`src/rtl/bus_pkg.sv`:
```
// Shared definitions for the bus cycle controller: state codes, MIO encoding
// and default bus widths.
package bus_pkg;

    localparam int DEF_ADDR_W = 16;
    localparam int DEF_DATA_W = 8;

    // Bus cycle phases, legacy-compatible 3-bit codes.
    typedef logic [2:0] state_t;
    localparam state_t IDLE = 3'd0;
    localparam state_t T1   = 3'd1;
    localparam state_t T2   = 3'd2;
    localparam state_t T3   = 3'd3;
    localparam state_t TW   = 3'd4;
    localparam state_t T4   = 3'd5;

    // MIO as the address decoder expects it.
    localparam logic MIO_MEM = 1'b1;
    localparam logic MIO_IO  = 1'b0;

    // Phases during which the RD/WR strobe is held asserted.
    function automatic logic strobe_state(input state_t s);
        return (s == T2) || (s == T3) || (s == TW);
    endfunction

endpackage

```
`src/rtl/bus_wait_timer.sv`:
```
// Wait-state counter: cleared in T2, counts TW cycles, saturates at 255.
// ge_min says the mandatory wait states are served, timeout says the slave
// has had its full allowance.
module bus_wait_timer #(
    parameter int MIN_WAIT = 0,
    parameter int TIMEOUT  = 15
) (
    input  logic clock,
    input  logic reset,
    input  logic load,
    input  logic inc,
    output logic ge_min,
    output logic timeout
);

    logic [7:0] count;

    // Count wait states; load wins over increment, never wraps past 255.
    always_ff @(posedge clock or posedge reset) begin
        if (reset) begin
            count <= 8'd0;
        end else if (load) begin
            count <= 8'd0;
        end else if (inc && (count != 8'hFF)) begin
            count <= count + 8'd1;
        end
    end

    assign ge_min  = (int'(count) >= MIN_WAIT);
    assign timeout = (int'(count) >= TIMEOUT);

endmodule

```
`src/rtl/bus_cycle_controller.sv`:
```
// 8086-style T1..T4 bus master with optional wait states and timeout.
// All bus-facing outputs are registered so strobes are glitch-free; they are
// updated from the next-state value so each phase shows its levels for the
// whole cycle it occupies.
module bus_cycle_controller
    import bus_pkg::*;
#(
    parameter int ADDR_W   = DEF_ADDR_W,
    parameter int DATA_W   = DEF_DATA_W,
    parameter int MIN_WAIT = 0,
    parameter int TIMEOUT  = 15
) (
    input  logic              clock,
    input  logic              reset,
    input  logic              req,
    input  logic              req_write,
    input  logic              req_io,
    input  logic [ADDR_W-1:0] req_addr,
    input  logic [DATA_W-1:0] req_wdata,
    output logic              busy,
    output logic              done,
    output logic              error,
    output logic [DATA_W-1:0] rdata,
    output logic [ADDR_W-1:0] address,
    output logic              MIO,
    output logic              ALE,
    output logic              rd_n,
    output logic              wr_n,
    output logic [DATA_W-1:0] data_out,
    output logic              data_oe,
    input  logic [DATA_W-1:0] data_in,
    input  logic              ready
);

    state_t            state;
    state_t            state_nxt;
    logic              abort_nxt;
    logic              cyc_write;
    logic [DATA_W-1:0] cyc_wdata;
    logic              wait_load;
    logic              wait_inc;
    logic              wait_ge_min;
    logic              wait_timeout;

    assign wait_load = (state == T2);
    assign wait_inc  = ((state == T3) || (state == TW)) && (state_nxt == TW);

    bus_wait_timer #(
        .MIN_WAIT (MIN_WAIT),
        .TIMEOUT  (TIMEOUT)
    ) u_wait_timer (
        .clock   (clock),
        .reset   (reset),
        .load    (wait_load),
        .inc     (wait_inc),
        .ge_min  (wait_ge_min),
        .timeout (wait_timeout)
    );

    // Next phase; a served ready beats the timeout in the same TW cycle.
    always_comb begin
        state_nxt = state;
        abort_nxt = 1'b0;
        case (state)
            IDLE: if (req) state_nxt = T1;
            T1:   state_nxt = T2;
            T2:   state_nxt = T3;
            T3: begin
                if (!wait_ge_min || !ready) state_nxt = TW;
                else                        state_nxt = T4;
            end
            TW: begin
                if (wait_ge_min && ready) begin
                    state_nxt = T4;
                end else if (wait_timeout) begin
                    state_nxt = T4;
                    abort_nxt = 1'b1;
                end
            end
            T4:      state_nxt = IDLE;
            default: state_nxt = IDLE;
        endcase
    end

    // Phase register.
    always_ff @(posedge clock or posedge reset) begin
        if (reset) state <= IDLE;
        else       state <= state_nxt;
    end

    // Request capture; address and MIO then hold until the next request.
    always_ff @(posedge clock or posedge reset) begin
        if (reset) begin
            address   <= '0;
            MIO       <= MIO_MEM;
            cyc_write <= 1'b0;
            cyc_wdata <= '0;
        end else if ((state == IDLE) && req) begin
            address   <= req_addr;
            MIO       <= req_io ? MIO_IO : MIO_MEM;
            cyc_write <= req_write;
            cyc_wdata <= req_wdata;
        end
    end

    // Bus strobes and handshake outputs, registered from the upcoming phase.
    always_ff @(posedge clock or posedge reset) begin
        if (reset) begin
            ALE      <= 1'b0;
            busy     <= 1'b0;
            rd_n     <= 1'b1;
            wr_n     <= 1'b1;
            data_oe  <= 1'b0;
            data_out <= '0;
            done     <= 1'b0;
            error    <= 1'b0;
        end else begin
            ALE     <= (state_nxt == T1);
            busy    <= (state_nxt != IDLE);
            rd_n    <= !(strobe_state(state_nxt) && !cyc_write);
            wr_n    <= !(strobe_state(state_nxt) && cyc_write);
            data_oe <= strobe_state(state_nxt) && cyc_write;
            done    <= (state_nxt == T4) && !abort_nxt;
            error   <= (state_nxt == T4) && abort_nxt;
            if ((state == T1) && cyc_write) data_out <= cyc_wdata;
        end
    end

    // Read data is taken on the edge that releases rd_n, only on success.
    always_ff @(posedge clock or posedge reset) begin
        if (reset) begin
            rdata <= '0;
        end else if ((state_nxt == T4) && !abort_nxt && !cyc_write) begin
            rdata <= data_in;
        end
    end

endmodule

```
`config.mk`:
```
export PLATFORM = sky130hd
export DESIGN_NAME = bus_cycle_controller
export DESIGN_NICKNAME = d
export VERILOG_FILES = /design/src/rtl/bus_pkg.sv /design/src/rtl/bus_wait_timer.sv /design/src/rtl/bus_cycle_controller.sv
export SDC_FILE = /design/constraint.sdc
export NUM_CORES = 1
export LEC_CHECK = 0
export CORE_MARGIN = 10
export CORE_UTILIZATION = 26
export CTS_BUF_LIST = sky130_fd_sc_hd__clkbuf_16
export DETAILED_ROUTE_END_ITERATION = 10
export GPL_ROUTABILITY_DRIVEN = 0
export GPL_TIMING_DRIVEN = 0
export PLACE_DENSITY = 0.56
export SYNTH_ARGS = -nofsm -noshare
export SYNTH_HDL_FRONTEND = slang
export SYNTH_HIERARCHICAL = 1
export SYNTH_SLANG_ARGS = --single-unit
export TNS_END_PERCENT = 5
```
`constraint.sdc`:
```
create_clock -name clock -period 2.3 [get_ports clock]
set_input_delay 0.46 -clock clock [delete_from_list [all_inputs] [get_ports clock]]
set_output_delay 0.46 -clock clock [all_outputs]
set_load 0.005 [all_outputs]
```
Yosys cells after proc, flatten, opt, wreduce, memory -nomap -nowiden
Index checks and enable logic that the tools add are counted.
Operators by class
  shift-type cells: 0
  multiplexer cells: 11
  div/mod/pow operators: 0
  equality and inequality tests: 10
  multipliers: 0
  bitwise operators: 0
  $lt $le $gt $ge: 1
  add/subtract/negate cells: 1
  reductions and logical operators: 19
Operators by type and width (count)
  $mux W8: 2
  $pmux W3 S5: 1
  $eq A3 B2 Y1 const B: 4
  $eq A3 B3 Y1 const B: 3
  $logic_and A1 B1 Y1: 9
  $mux W3: 3
  $add A8 B1 Y8 const B: 1
  $ge A8 B4 Y1 const B: 1
  $ne A8 B8 Y1 const B: 1
  $eq A3 B1 Y1 const B: 2
  $mux W1: 5
  $logic_not A1 Y1: 4
  $logic_not A3 Y1: 1
  $logic_or A1 B1 Y1: 3
  $reduce_bool A3 Y1: 1
  $reduce_bool A2 Y1: 1
Word-level totals
  memory bits (writable): 0
  memories kept: 0
  output and inout port bits: 40
  bits in registers: 60
  input bits: 38
  word-level logic and storage cells: 57
  bits in latches: 0
  bits in read-only memories: 0

Depth between registers and ports, before layout
Gate-level depths: netlist (run 1).
  depth in word-level cells: 9
  depth in mapped cells: 9
  depth with buffers taken out: 9

Hierarchy
The synthesis (run 1) kept the hierarchy.
Modules (own cells, without submodules)
  bus_cycle_controller: cells an instance 160, times used 1, sequential area each 1305.0 um^2, area each 2174.6 um^2
  bus_wait_timer: cells an instance 52, times used 1, sequential area each 200.2 um^2, area each 471.7 um^2

Worst setup path before layout (run 1)
No wires, ideal clock.
  path kind: reg-to-reg
  start point: register u_wait_timer.count[0]
  end point: register u_wait_timer.count[5]
  setup slack: -0.166 ns
  setup time: 0.078 ns
  required time: 2.222 ns
  cell stages (with the launch flop): 9
  arrival: 2.388 ns
  clock period less this slack: 2.466 ns
  buffers on the path: 0
  path through: dfrtp_1 > ha_1 > nand3_1 > nand2_1 > or4b_1 > a21boi_0 > nand4_1 > or4_1 > a21oi_1
Between the ends
  longest elaborated chain between the ends: 8
  elaborated cells between the ends (all ways): 12
  classes of those cells: add/sub (1); order compare (1); eq/ne (2); mux (5); reduce/logical (3)
Ends and longest elaborated chain
  start, declared: line bus_wait_timer.sv:16  | logic [7:0] count;
  start signal, assigned: line bus_wait_timer.sv:25  | count <= count + 8'd1;
  $ge A8 B4 Y1: line bus_wait_timer.sv:30  | assign timeout = (int'(count) >= TIMEOUT);
  via wait_timeout: line bus_cycle_controller.sv:43  | logic wait_timeout;
  $mux W3: line bus_cycle_controller.sv:75  | end else if (wait_timeout) begin
  $mux W3: line bus_cycle_controller.sv:73  | if (wait_ge_min && ready) begin
  $pmux W3 S5: line bus_cycle_controller.sv:64  | case (state)
  $eq A3 B3 Y1: line bus_cycle_controller.sv:46  | assign wait_inc = ((state == T3) || (state == TW)) && (state_nxt == TW);
  $logic_and A1 B1 Y1: line bus_cycle_controller.sv:46
  via wait_inc: line bus_cycle_controller.sv:41  | logic wait_inc;
  $logic_and A1 B1 Y1: line bus_wait_timer.sv:24  | end else if (inc && (count != 8'hFF)) begin
  $reduce_bool A2 Y1 (no line)
The timed path passes the listed nets, and every way through them passes these cells. The select of a mux whose other input is x is not followed.
A chain may end at the register's enable or synchronous reset.

Final worst setup path (run 1)
  start point: register u_wait_timer.count[6]
  end point: register u_wait_timer.count[5]
Same word-level chain as after synthesis.

==> results of run 1 <==
cell families (layout without fill, tap and decap cells):
logic type,Yosys count,after routing,synth area share [%]
xor+xnor,3,3,0.993
other cells,1,1,0.142
fa+ha+maj,1,1,0.473
flops,60,60,56.9
compound gates,36,36,9.36
buf+inv,26,128,4.96
mux,37,37,15.6
simple gates,48,48,11.6
registers in the layout (all words and copies together) (netlist names):
signal,cells
state,3
data_oe,1
address,16
cyc_write,1
cyc_wdata,8
u_wait_timer/count,8
done,1
rdata,8
rd_n,1
data_out,8
wr_n,1
ALE,1
busy,1
MIO,1
error,1
repair_timing:
item	CTS	global route
pin swaps	3	6
buffers inserted	6	2
hold buffers	0	0
endpoints found under the setup margin	5	3
gates resized for setup	8	3
how the worst min path moves through the flow:
stage                                        endpoint  slack [ns]  depth (start not counted)
finish              u_wait_timer/count[4]$_DFFE_PP0P_        0.44                          2
global route        u_wait_timer/count[1]$_DFFE_PP0P_        0.47                          2
CTS                 u_wait_timer/count[7]$_DFFE_PP0P_        0.45                          2
detailed placement                    MIO$_DFFE_PP1P_        0.47                          2
global placement                      MIO$_DFFE_PP1P_        0.46                          2
floorplan           u_wait_timer/count[0]$_DFFE_PP0P_        0.28                          1
cells in the final DEF (no fill, tap or decap), types with 2 or more instances in the layout:
cell type	n
clkbuf_1	2
clkinv_4	2
clkinvlp_4	2
a21oi_1	5
nand4_1	2
dfrtp_2	3
dfstp_2	3
o21ai_0	3
nor3b_1	8
nand3_1	3
clkbuf_16	9
clkdlybuf4s50_1	77
nor2_1	12
buf_4	9
nand2_1	8
buf_2	5
xor2_1	2
mux2_2	33
nand3b_1	2
dfrtp_1	54
a211oi_1	17
nand2b_1	2
inv_1	12
mux2i_1	4
buf_6	3
metal layers:
| metal | global-route usage, % | routed length, um |
|---|---|---|
| met1 | 11.1 | 2940 |
| met2 | 14.7 | 3250 |
| met4 | 2.26 | 51 |
| met3 | 4.79 | 582 |
| met5 | 0 | 0 |
stage by stage:
step | setup slack [ns] | std cells | TNS (ns) | total power (W)
final | -0.0834 | 447 | -0.0834 | 0.00503
after global routing | -0.156 | 447 | -0.387 | 0.00537
after CTS | 0.00324 | 445 | 0 | 0.00512
after detailed placement | -0.204 | 423 | -1.36 | 0.00370
after global placement | -0.556 | 422 | -28.54 | 0.00364
after floorplan | 0.0145 | 212 | 0 | 0.00271
worst reg2reg max path, stage by stage (launching register included):
cell	delay [ns]
dfrtp_2	0.43
nor4_4	0.27
nand2_1	0.12
or4b_4	0.52
a21boi_4	0.23
nand4_1	0.13
or4_4	0.43
a21oi_2	0.16
cell type report:
cell class	count	share of cell area (%)
clock buffers	9	5.60
clock inverters	7	1.90
inverters	13	1.21
repair buffers	86	21.2
multi-input cells	126	26.4
well taps	133	4.14
flip-flops and latches	60	37.5
plain buffers	13	2.05
Yosys cell counts, drive strengths merged, types with 2 or more instances:
cell type,count,area share (%)
dfrtp,57,54
mux2,33,14
a211oi,17,4.8
inv,13,1.8
nor2,13,1.9
buf,10,2.6
nand2,8,1.1
nor3b,8,2.3
a21oi,6,1.1
mux2i,4,1.5
nand3,4,0.95
o21ai,4,0.76
clkbuf,3,0.47
dfstp,3,3.0
nand4,3,1.3
a21boi,2,0.57
nand2b,2,0.47
nand3b,2,0.57
xor2,2,0.66
where the power goes:
group	internal [W]	switching [W]
Clock	0.000842	0.000492
Combinational	0.00119	0.000754
Sequential	0.00152	0.000233
Total	0.00355	0.00148
==> results.ini, run 1 <==
[cts]
cts_root_buf = clkbuf_16
clkSlewWorstSetupHoldPaths_ns = 0.06
clock-sinks = 60
insertion_delay_ns = 0.32
clk_path_buf_depth = 2
htreeDepth = 3
cts_made_buffers = 9
cts_tree = yes

[setup_path]
crit_path_max_fanout = 6
r2r_cells = 7
r2r_end = u_wait_timer/count[5]$_DFFE_PP0P_
critPathMaxStageDelay_ns = 0.52
crit_chain = nor4_4, nand2_1, or4b_4, a21boi_4, nand4_1, or4_4, a21oi_2
endpoint = u_wait_timer/count[5]$_DFFE_PP0P_
critical_path_cell_count = 7
r2r-start = u_wait_timer/count[6]$_DFFE_PP0P_
ff2ff_setup_slack_ns = -0.08
arrival_ns = 2.63
crit_start = u_wait_timer/count[6]$_DFFE_PP0P_
required_ns = 2.54
cpMaxStageDelayCell = or4b_4
setup.worst_path.class = flip-flop to flip-flop
end_kind = flip-flop
crit_family = simple AND/OR/NAND/NOR gates
critPathLaunchType = flip-flop
path_buf_inv = 0

[synthesis]
ys_types = 46
yosysWarnings = 6
synth-edff-count = 0
async_reset_ff_share_pct = 100
syn_inst = 212
seq_area_frac_synth_pct = 56.9
ys_ff_latch = 60
syn-cell-area_um2 = 2650
syn_area_per_cell_um2 = 12.5
yosys_most_used_dff = dfrtp_1
synth_nets = 251

[final_layout]
drive_above_1_share_pct = 27.1
final_area_um2 = 4020
multi_input_area_um2 = 1060
antenna_cells = 0
regArea_um2 = 1510
utilization_pct = 40.7
fillCellCount = 937
synthToLayoutAreaGrowth_pct = 51.9
layout.nets = 348

[routing]
via_per_inst = 4.44
ant_nets = 0
vias = 1986
wl_mm = 6.83
first_pass_iters = 4
drt_iter0_drc = 118
routedWlPerCell_um = 15.3
route.detailed.drc = 0

[sta]
final.period_utilization_pct = 104
period_minus_slack_ns = 2.38
finalHoldViolations = 0
max_clock_freq_mhz = 420
setup_viol = 1
hold_ws_ns = 0.441
tightestPinTransition_ns = 0.703
slew_headroom_pct = 52.9
grt_setup_unrepaired = true
fin_skew_ns = 0.00575
layout_setup_ws_ns = -0.0834
slew_violations = 0

[global_route]
grt_pass1_vias = 2185
grt_pass1_wl_mm = 11.0
grt_usage_pct = 9.35
antenna_found_initial = 0
grt_max_degree = 28
globalRoute.totalOverflow = 0

[die]
die_h_um = 121
rows = 36
die_w_um = 121
io_pins = 78
core_um2 = 9860
die_area_um2 = 14600
initial_utilization_pct = 26.8

[power_and_ir_drop]
p_leak_nw = 1.66
power-per-cell-area_nw_per_um2 = 1250
ir_drop_uv = 450

[placement]
place_area_um2 = 3610
io_buffers = 77
dp_hpwl_mm = 4.91

[hold_path]
hold_class = input port to asynchronous set/reset pin

[job]
maxCapViolCount = 0

[outcome]
status = finished, violations left
violations = negative setup slack

Power figures use the tool's default switching activity.
==> run 2: changes to the inputs <==
CORE_UTILIZATION = 42   (was 26)
PLACE_DENSITY = 0.8   (was 0.56)
==> results.ini, run 2 (synthesis gave the netlist of run 1 again) <==
[cts]
cts_tree = yes
cts_made_buffers = 9  ; unchanged
cts_root_buf = clkbuf_16
insertion_delay_ns = 0.32  ; about the same
htreeDepth = 3  ; unchanged
clk_path_buf_depth = 2  ; unchanged
clock-sinks = 60  ; unchanged
ctsHoldBuffers = 0  ; unchanged
clkSlewWorstSetupHoldPaths_ns = 0.05  ; about the same

[setup_path]
arrival_ns = 2.58  ; -0.05 ns
setup.worst_path.class = flip-flop to flip-flop
end_kind = flip-flop
endpoint = u_wait_timer/count[5]$_DFFE_PP0P_
r2r_end = u_wait_timer/count[5]$_DFFE_PP0P_
required_ns = 2.54  ; about the same
ff2ff_setup_slack_ns = -0.04  ; +0.04 ns
r2r_cells = 7  ; unchanged
r2r-start = u_wait_timer/count[7]$_DFFE_PP0P_
critPathLaunchType = flip-flop
crit_start = u_wait_timer/count[7]$_DFFE_PP0P_
crit_path_max_fanout = 5  ; -1

[final_layout]
synthToLayoutAreaGrowth_pct = 47.8
largest_reg_flops = 16  ; unchanged
utilization_pct = 64.9  ; +24 points
mostFrequentLayoutCells = clkdlybuf4s50_1, dfrtp_1, mux2_2, a211oi_1, inv_1
antenna_cells = 0  ; unchanged
regMostFlops = address
drive_above_1_share_pct = 25.5  ; -1.6 points
fillCellCount = 465  ; -50%
final_common_cell = clkdlybuf4s50_1
layout.nets = 352  ; +1.1%

[die]
io_pins = 78  ; unchanged
die_h_um = 99.4  ; -18%
rows = 28  ; -22%
die_area_um2 = 9880  ; -32%
initial_utilization_pct = 43.9  ; +17 points
core_um2 = 6030  ; -39%
die_w_um = 99.4  ; -18%

[routing]
via_per_inst = 5.20  ; +17%
wl_mm = 6.70  ; -1.9%
first_pass_iters = 4  ; unchanged
drt_iter0_drc = 103  ; -13%
route.detailed.drc = 0  ; unchanged
routedWlPerCell_um = 17.0  ; +12%
vias = 2042  ; +2.8%
ant_nets = 0  ; unchanged

[placement]
dp_hpwl_mm = 4.71  ; -4.1%
io_buffers = 77  ; unchanged

[sta]
hold_ws_ns = 0.419  ; -0.0226 ns
max_clock_freq_mhz = 427  ; +1.8%
layout_setup_ws_ns = -0.0406  ; +0.0428 ns
fin_skew_ns = 0.00411  ; -0.00164 ns
slew_violations = 0  ; unchanged
finalHoldViolations = 0  ; unchanged
final.period_utilization_pct = 102  ; -1.9 points
setup_viol = 1  ; unchanged
period_minus_slack_ns = 2.34  ; -0.0428 ns
slew_headroom_pct = 51.8  ; -1.2 points
grt_setup_unrepaired = true
tightestPinTransition_ns = 0.721  ; +0.0173 ns

[power_and_ir_drop]
ir_drop_uv = 768  ; +71%
p_leak_nw = 1.67  ; +0.88%
power-per-cell-area_nw_per_um2 = 1250  ; about the same

[global_route]
grt_usage_pct = 14.2  ; +4.9 points
grt_pass1_wl_mm = 11.3  ; +2.8%
grt_pass1_vias = 2258  ; +3.3%
antenna_found_initial = 0  ; unchanged
grt_max_degree = 44  ; +57%
globalRoute.totalOverflow = 0  ; unchanged

[outcome]
violations = negative setup slack
status = finished, violations left

[job]
maxCapViolCount = 0  ; unchanged

[hold_path]
hold_class = input port to asynchronous set/reset pin

run 2: cell types whose count changed in the layout (fill, tap and decap cells not counted), sizes merged:
cell,change
buf,+4
inv,+3
bufinv,-1
clkinvlp,-2
run 2: stage by stage:
| step | area [um2] | worst slack (ns) | instances | total power [W] | TNS, ns |
|---|---|---|---|---|---|
| floorplan | 2650 | 0.0145 | 212 | 0.00271 | 0 |
| global placement | 3510 | -0.483 | 364 | 0.00360 | -24.00 |
| detailed placement | 3530 | -0.150 | 365 | 0.00369 | -0.449 |
| CTS | 3890 | 0.00791 | 391 | 0.00493 | 0 |
| global route | 3910 | -0.137 | 393 | 0.00521 | -0.321 |
| finish | 3910 | -0.0406 | 393 | 0.00489 | -0.0406 |
run 2: repair_timing:
| item | in CTS | in global routing |
|---|---|---|
| pin swaps | 2 | 5 |
| gates cloned | 0 | 0 |
| setup buffers | 10 | 2 |
| endpoints found under the setup margin | 5 | 5 |
| resized for setup | 6 | 1 |
run 2: layer usage:
layer,GRT usage (%),vias up,share of wire (%)
li1,-,950,-
met1,15.2,1024,38
met2,24.5,60,54
met3,5.74,8,7.0
met4,5.18,0,1.1
met5,0,-,0
run 2: worst max-delay path, stage by stage (launching register included):
cell and delay, ns:
dfrtp_1 0.40, nor4_2 0.27, nand2_1 0.11, or4b_4 0.52
a21boi_4 0.22, nand4_1 0.15, or4_1 0.43, a21oi_1 0.15
run 2: worst min-delay path by stage:
stage               startpoint                           endpoint  cells past startpoint
2_1_floorplan            reset  u_wait_timer/count[0]$_DFFE_PP0P_                      1
3_3_place_gp   MIO$_DFFE_PP1P_                    MIO$_DFFE_PP1P_                      2
3_5_place_dp   MIO$_DFFE_PP1P_                    MIO$_DFFE_PP1P_                      2
4_1_cts                  reset            address[15]$_DFFE_PP0P_                      2
5_1_grt                  reset                  data_oe$_DFF_PP0_                      2
6_report                 reset            address[10]$_DFFE_PP0P_                      2
run 2: power by group:
part           switching, W  leakage [nW]  internal [W]
registers          0.000227         0.740       0.00152
logic              0.000787         0.791       0.00123
clock network      0.000429         0.142      0.000702
total               0.00144          1.67       0.00345
run 2: cell type report:
class                      instances  area, um2  share of cell area, %
timing repair buffer              90        881                   22.5
sequential                        60       1510                   38.5
multi-input combinational        126       1040                   26.7
clock inverter                     7       28.8                  0.736
clock buffer                       9        225                   5.76
inverter                          13       48.8                   1.25
tap                               75       93.8                   2.40
buffer                            13       82.6                   2.11
==> run 3: changes to the inputs <==
CORE_UTILIZATION = 56   (was 42)
DONT_BUFFER_PORTS = 1   (was default)
PLACE_DENSITY = 0.79   (was 0.8)
==> results.ini, run 3 (synthesis gave the netlist of run 1 again) <==
[sta]
grt_setup_unrepaired = true
slew_violations = 0  ; unchanged
final.period_utilization_pct = 102  ; about the same
slew_headroom_pct = 51.2  ; -0.52 points
period_minus_slack_ns = 2.34  ; +0.000888 ns
tightestPinTransition_ns = 0.728  ; +0.00784 ns
finalSetupTns_ns = -0.0602  ; -0.0196 ns
setup_viol = 2  ; +1
fin_skew_ns = 0.00561  ; +0.00150 ns
finalHoldViolations = 0  ; unchanged
layout_setup_ws_ns = -0.0415  ; -0.000888 ns
max_clock_freq_mhz = 427  ; about the same

[final_layout]
largest_reg_flops = 16  ; unchanged
fillCellCount = 318  ; -32%
mostFrequentLayoutCells = dfrtp_1, mux2_2, a211oi_1, inv_1, nor2_1
layout.nets = 270  ; -23%
final_common_cell = dfrtp_1
synthToLayoutAreaGrowth_pct = 17.1
drive_above_1_share_pct = 33.1  ; +7.6 points
antenna_cells = 0  ; unchanged
regMostFlops = address
final_area_um2 = 3100  ; -21%
final_cells = 288  ; -27%

[placement]
io_buffers = 0  ; -100%
dp_hpwl_mm = 4.00  ; -15%
post-place-ws_ns = -0.192  ; -0.0422 ns
placed_cells_incl_taps = 265  ; -27%
place_area_um2 = 2740  ; -23%

[die]
core_um2 = 4470  ; -26%
rows = 24  ; -14%
io_pins = 78  ; unchanged
die_area_um2 = 7870  ; -20%
die_h_um = 88.7  ; -11%
initial_utilization_pct = 59.1  ; +15 points
die_w_um = 88.7  ; -11%

[routing]
routedWlPerCell_um = 19.7  ; +15%
drt_iter0_drc = 86  ; -17%
route.detailed.drc = 0  ; unchanged
first_pass_iters = 4  ; unchanged
wl_mm = 5.67  ; -15%
vias = 1693  ; -17%
ant_nets = 0  ; unchanged
via_per_inst = 5.88  ; +13%

[power_and_ir_drop]
switching_share_pct = 30.6  ; +1.1 points
power_switching_w = 0.00130  ; -9.7%
power-per-cell-area_nw_per_um2 = 1380  ; +10%
clkPwrFrac_pct = 29.6  ; +6.5 points
seq_power_share_pct = 43.3  ; +7.6 points
p_int_w = 0.00296  ; -14%
total_power_w = 0.00426  ; -13%
pwr-share-comb_pct = 27.1  ; -14 points
p_leak_nw = 1.35  ; -19%
ir_drop_uv = 715  ; -7.0%

[setup_path]
critPathLaunchType = flip-flop
critical_path_cell_count = 7  ; unchanged
crit_family = simple AND/OR/NAND/NOR gates
critPathMaxStageDelay_ns = 0.52  ; about the same
r2r_end = u_wait_timer/count[5]$_DFFE_PP0P_
required_ns = 2.54  ; about the same
cpMaxStageDelayCell = or4b_4
crit_chain = nor4_2, nand2_1, or4b_4, a21boi_4, nand4_1, or4_1, a21oi_1
end_kind = flip-flop
r2r-start = u_wait_timer/count[7]$_DFFE_PP0P_
ff2ff_setup_slack_ns = -0.04  ; about the same
crit_path_max_fanout = 5  ; unchanged
arrival_ns = 2.58  ; about the same
path_buf_inv = 0  ; unchanged
setup.worst_path.class = flip-flop to flip-flop
r2r_cells = 7  ; unchanged

[global_route]
grt_pass1_vias = 1801  ; -20%
grt_max_degree = 34  ; -23%
grt_pass1_wl_mm = 9.23  ; -18%
grt_usage_pct = 15.4  ; +1.2 points
antenna_found_initial = 0  ; unchanged
globalRoute.totalOverflow = 0  ; unchanged

[cts]
clk_path_buf_depth = 2  ; unchanged
clock-sinks = 60  ; unchanged
clkSlewWorstSetupHoldPaths_ns = 0.05  ; about the same
cts_tree = yes
insertion_delay_ns = 0.32  ; about the same
cts_made_buffers = 9  ; unchanged
htreeDepth = 3  ; unchanged
cts_root_buf = clkbuf_16

[outcome]
status = finished, violations left
violations = negative setup slack

[hold_path]
hold_class = input port to asynchronous set/reset pin

[job]
maxCapViolCount = 0  ; unchanged

[run 3: layer usage]
| metal | GRT usage, % | share of wire, % |
|---|---|---|
| met5 | 0 | 0 |
| met4 | 7.05 | 1.8 |
| met3 | 6.62 | 7.9 |
| met2 | 25.1 | 53 |
| met1 | 17.1 | 38 |
[run 3: through the flow]
stage	hold slack [ns]	util, %
floorplan	0.276	-
global placement	0.321	60.7
detailed placement	0.332	61.1
CTS	0.0405	69.3
global route	0.0613	69.3
finish	0.0305	69.3
[run 3: area by class of cell]
class	count	area, um2	area share [%]
clock inverter	7	60.1	1.94
inverter	13	48.8	1.57
sequential	60	1510	48.7
multi-input combinational	126	1030	33.3
tap	52	65.1	2.10
clock buffer	9	225	7.27
buffer	13	82.6	2.66
timing repair buffer	8	75.1	2.42
[run 3: worst max-delay path by stage]
stage | startpoint | to | slack [ns]
global route | u_wait_timer/count[5]$_DFFE_PP0P_ | u_wait_timer/count[7]$_DFFE_PP0P_ | -0.12
detailed placement | u_wait_timer/count[4]$_DFFE_PP0P_ | u_wait_timer/count[5]$_DFFE_PP0P_ | -0.19
global placement | u_wait_timer/count[0]$_DFFE_PP0P_ | u_wait_timer/count[5]$_DFFE_PP0P_ | -0.17
CTS | u_wait_timer/count[7]$_DFFE_PP0P_ | u_wait_timer/count[5]$_DFFE_PP0P_ | 0.0002
finish | u_wait_timer/count[7]$_DFFE_PP0P_ | u_wait_timer/count[5]$_DFFE_PP0P_ | -0.04
floorplan | u_wait_timer/count[0]$_DFFE_PP0P_ | u_wait_timer/count[5]$_DFFE_PP0P_ | 0.01
[run 3: power by group through the flow]
| stage | sequential, W | combinational (W) | clock (W) |
|---|---|---|---|
| floorplan | 0.00176 | 0.000951 | 0 |
| global placement | 0.00187 | 0.00108 | 0 |
| detailed placement | 0.00189 | 0.00113 | 0 |
| CTS | 0.00188 | 0.00117 | 0.00129 |
| global route | 0.00192 | 0.00129 | 0.00135 |
| finish | 0.00185 | 0.00116 | 0.00126 |
[run 3: timing repair]
action                                  in CTS  in global routing
hold buffers                                 1                  0
pin swaps                                    4                  0
resized for setup                            7                  0
hold endpoints to repair                     7                  0
buffers inserted                             6                  0
endpoints found under the setup margin       5                  5
==> variant (flow settings as in run 2) <==
Put one more register stage on the output `error`, cleared by the reset. The value now appears one clock later. The other outputs are not delayed to match.
--- a/src/rtl/bus_cycle_controller.sv
+++ b/src/rtl/bus_cycle_controller.sv
@@ -31,6 +31,8 @@
     input  logic [DATA_W-1:0] data_in,
     input  logic              ready
 );
+
+    logic error_s0;
 
     state_t            state;
     state_t            state_nxt;
@@ -113,7 +115,7 @@
             data_oe  <= 1'b0;
             data_out <= '0;
             done     <= 1'b0;
-            error    <= 1'b0;
+            error_s0 <= 1'b0;
         end else begin
             ALE     <= (state_nxt == T1);
             busy    <= (state_nxt != IDLE);
@@ -121,7 +123,7 @@
             wr_n    <= !(strobe_state(state_nxt) && cyc_write);
             data_oe <= strobe_state(state_nxt) && cyc_write;
             done    <= (state_nxt == T4) && !abort_nxt;
-            error   <= (state_nxt == T4) && abort_nxt;
+            error_s0 <= (state_nxt == T4) && abort_nxt;
             if ((state == T1) && cyc_write) data_out <= cyc_wdata;
         end
     end
@@ -135,5 +137,13 @@
         end
     end
 
+    always_ff @(posedge clock or posedge reset) begin
+        if (reset) begin
+            error <= '0;
+        end else begin
+            error <= error_s0;
+        end
+    end
+
 endmodule
 
Check against the original RTL: no difference found for any inputs over 10 cycles, from zero or initial values and one cycle with reset high; that may be too few to reach the edited logic, so the function may still have changed.
==> variant against run 2 <==
The flow still finishes with violations (setup timing); area after synthesis is 0.95% higher; power is 3.8% higher; highest routed layer unchanged; setup slack worse by 0.016 ns; wire length is 2.9% lower; critical endpoint unchanged; via count is 2.1% lower; clock skew is 0.00086 ns higher; sequential cell count is 1 higher; final area is 2.2% higher; sequential share of layout area is 0.16 points lower.
==> variant: results (changes against run 2) <==
- The run finished, with violations left.
- The final reports fail on setup timing.
- The worst slack after detailed placement was -0.186 ns (-0.0355 ns).
- The first-pass GRT wire length is 10500 um (-7.6%).
- The number of gates resized after cts is 8 (+2).
- The final design instance area without fill was 4000 um^2 (+2.2%).
- The detail-routed via count per cell was 5.09 (-2.1%).
- The routing usage on met2 came to 0.203 (-0.0429).
- The initial detailed-routing violation count is 38 (-63%).
- The static leakage is 1.70 nW (+1.5%).
- The area share of fa/ha/maj cells after synthesis was 0.00468 (-0.0000443).
- The xor and xnor fraction of the mapped netlist area is 0.00984 (-0.0000930).
- The share of cells above drive strength 1 was 0.280 (+0.0252).
- The post-synthesis net count is 252 (+0.40%).
- The critical-path maximum fanout came to 6 (+1).
- The met3 usage in global routing came to 0.0464 (-0.0111).
- The register bit count reported by yosys is 61 (+1.7%).
- The relative area of non-clock buffer cells in the final design is 0.239 (-0.00727).
- The fraction of power spent switching nets is 0.278 (-0.0174).
- The arrival time of data at the critical path endpoint was 2.60 ns (+0.02 ns).
- The met2 layer wire length in the routed design was 3180 um (-12%).
- The sum of routed wire segments on met1 came to 2770 um (+7.7%).
- The routed wire length on met3 is 483 um (+3.0%).
- The number of vias in the routed layout was 1999 (-2.1%).
- The final setup slack of the worst path is -0.0569 ns (-0.0163 ns).
- The aggregate negative setup slack is -0.0569 ns (-0.0163 ns).
- The number of optimization iterations in the first detailed-route pass is 5 (+1).
- Yosys attributes the largest share of cell area to dfrtp_1 54%, mux2_2 14%, a211oi_1 4.8%.
- The synthesized-area fraction occupied by ao, oa, aoi and oai cells is 0.0927 (-0.000877).
- The portion of total power attributed to sequential cells is 0.348 (-0.009).
- The overall routing resource usage is 0.130 (-0.0118).
- The number of setup violations in the final report is 1 (unchanged).
- The cell area after placement came to 3560 um^2 (+0.71%).
- The worst vdd rail ir drop is 0.631 mV (-18%).
- The total of warnings raised by yosys is 6 (unchanged).
- The worst-case clock skew came to 0.00497 ns (+0.000864 ns).
- The multi-input combinational area share came to 0.264 (-0.00240).
- The path class of the tightest hold or removal check is flip-flop to flip-flop.
- The number of fillers in the final layout is 451 (-3.0%).
- The transition time at the pin with the least slew margin is 0.679 ns (-0.0412 ns).
- The sequential cell area share is 0.384 (-0.00156).
- The count of mapped cells out of synthesis is 213 (+0.47%).
-- variant: cell count changes in the layout (fill, tap and decap cells not counted), sizes merged --
cell	before	now
buf	23	22
inv	17	15
dfrtp	57	58
bufinv	0	2
-- variant: logic make-up (layout without fill, tap and decap cells) --
group | Yosys count | count (layout)
flip-flops | 61 | 61
AND/OR/NAND/NOR | 48 | 48
multiplexers | 37 | 37
AO/OA/AOI/OAI | 36 | 36
buffers and inverters | 26 | 131
XOR/XNOR | 3 | 3
adder cells (fa/ha/maj) | 1 | 1
other | 1 | 1
-- variant: worst paths after layout --
kind,startpoint,endpoint,slack [ns],depth (start not counted)
worst max-delay path,u_wait_timer/count[6],u_wait_timer/count[5],-0.06,7
worst min-delay path,error_s0,error,0.35,0
worst max register to register,u_wait_timer/count[6],u_wait_timer/count[5],-0.06,7
worst min register to register,error_s0,error,0.35,0
max in group asynchronous,reset,wr_n,1.33,3
min in group asynchronous,reset,address[1],0.42,2
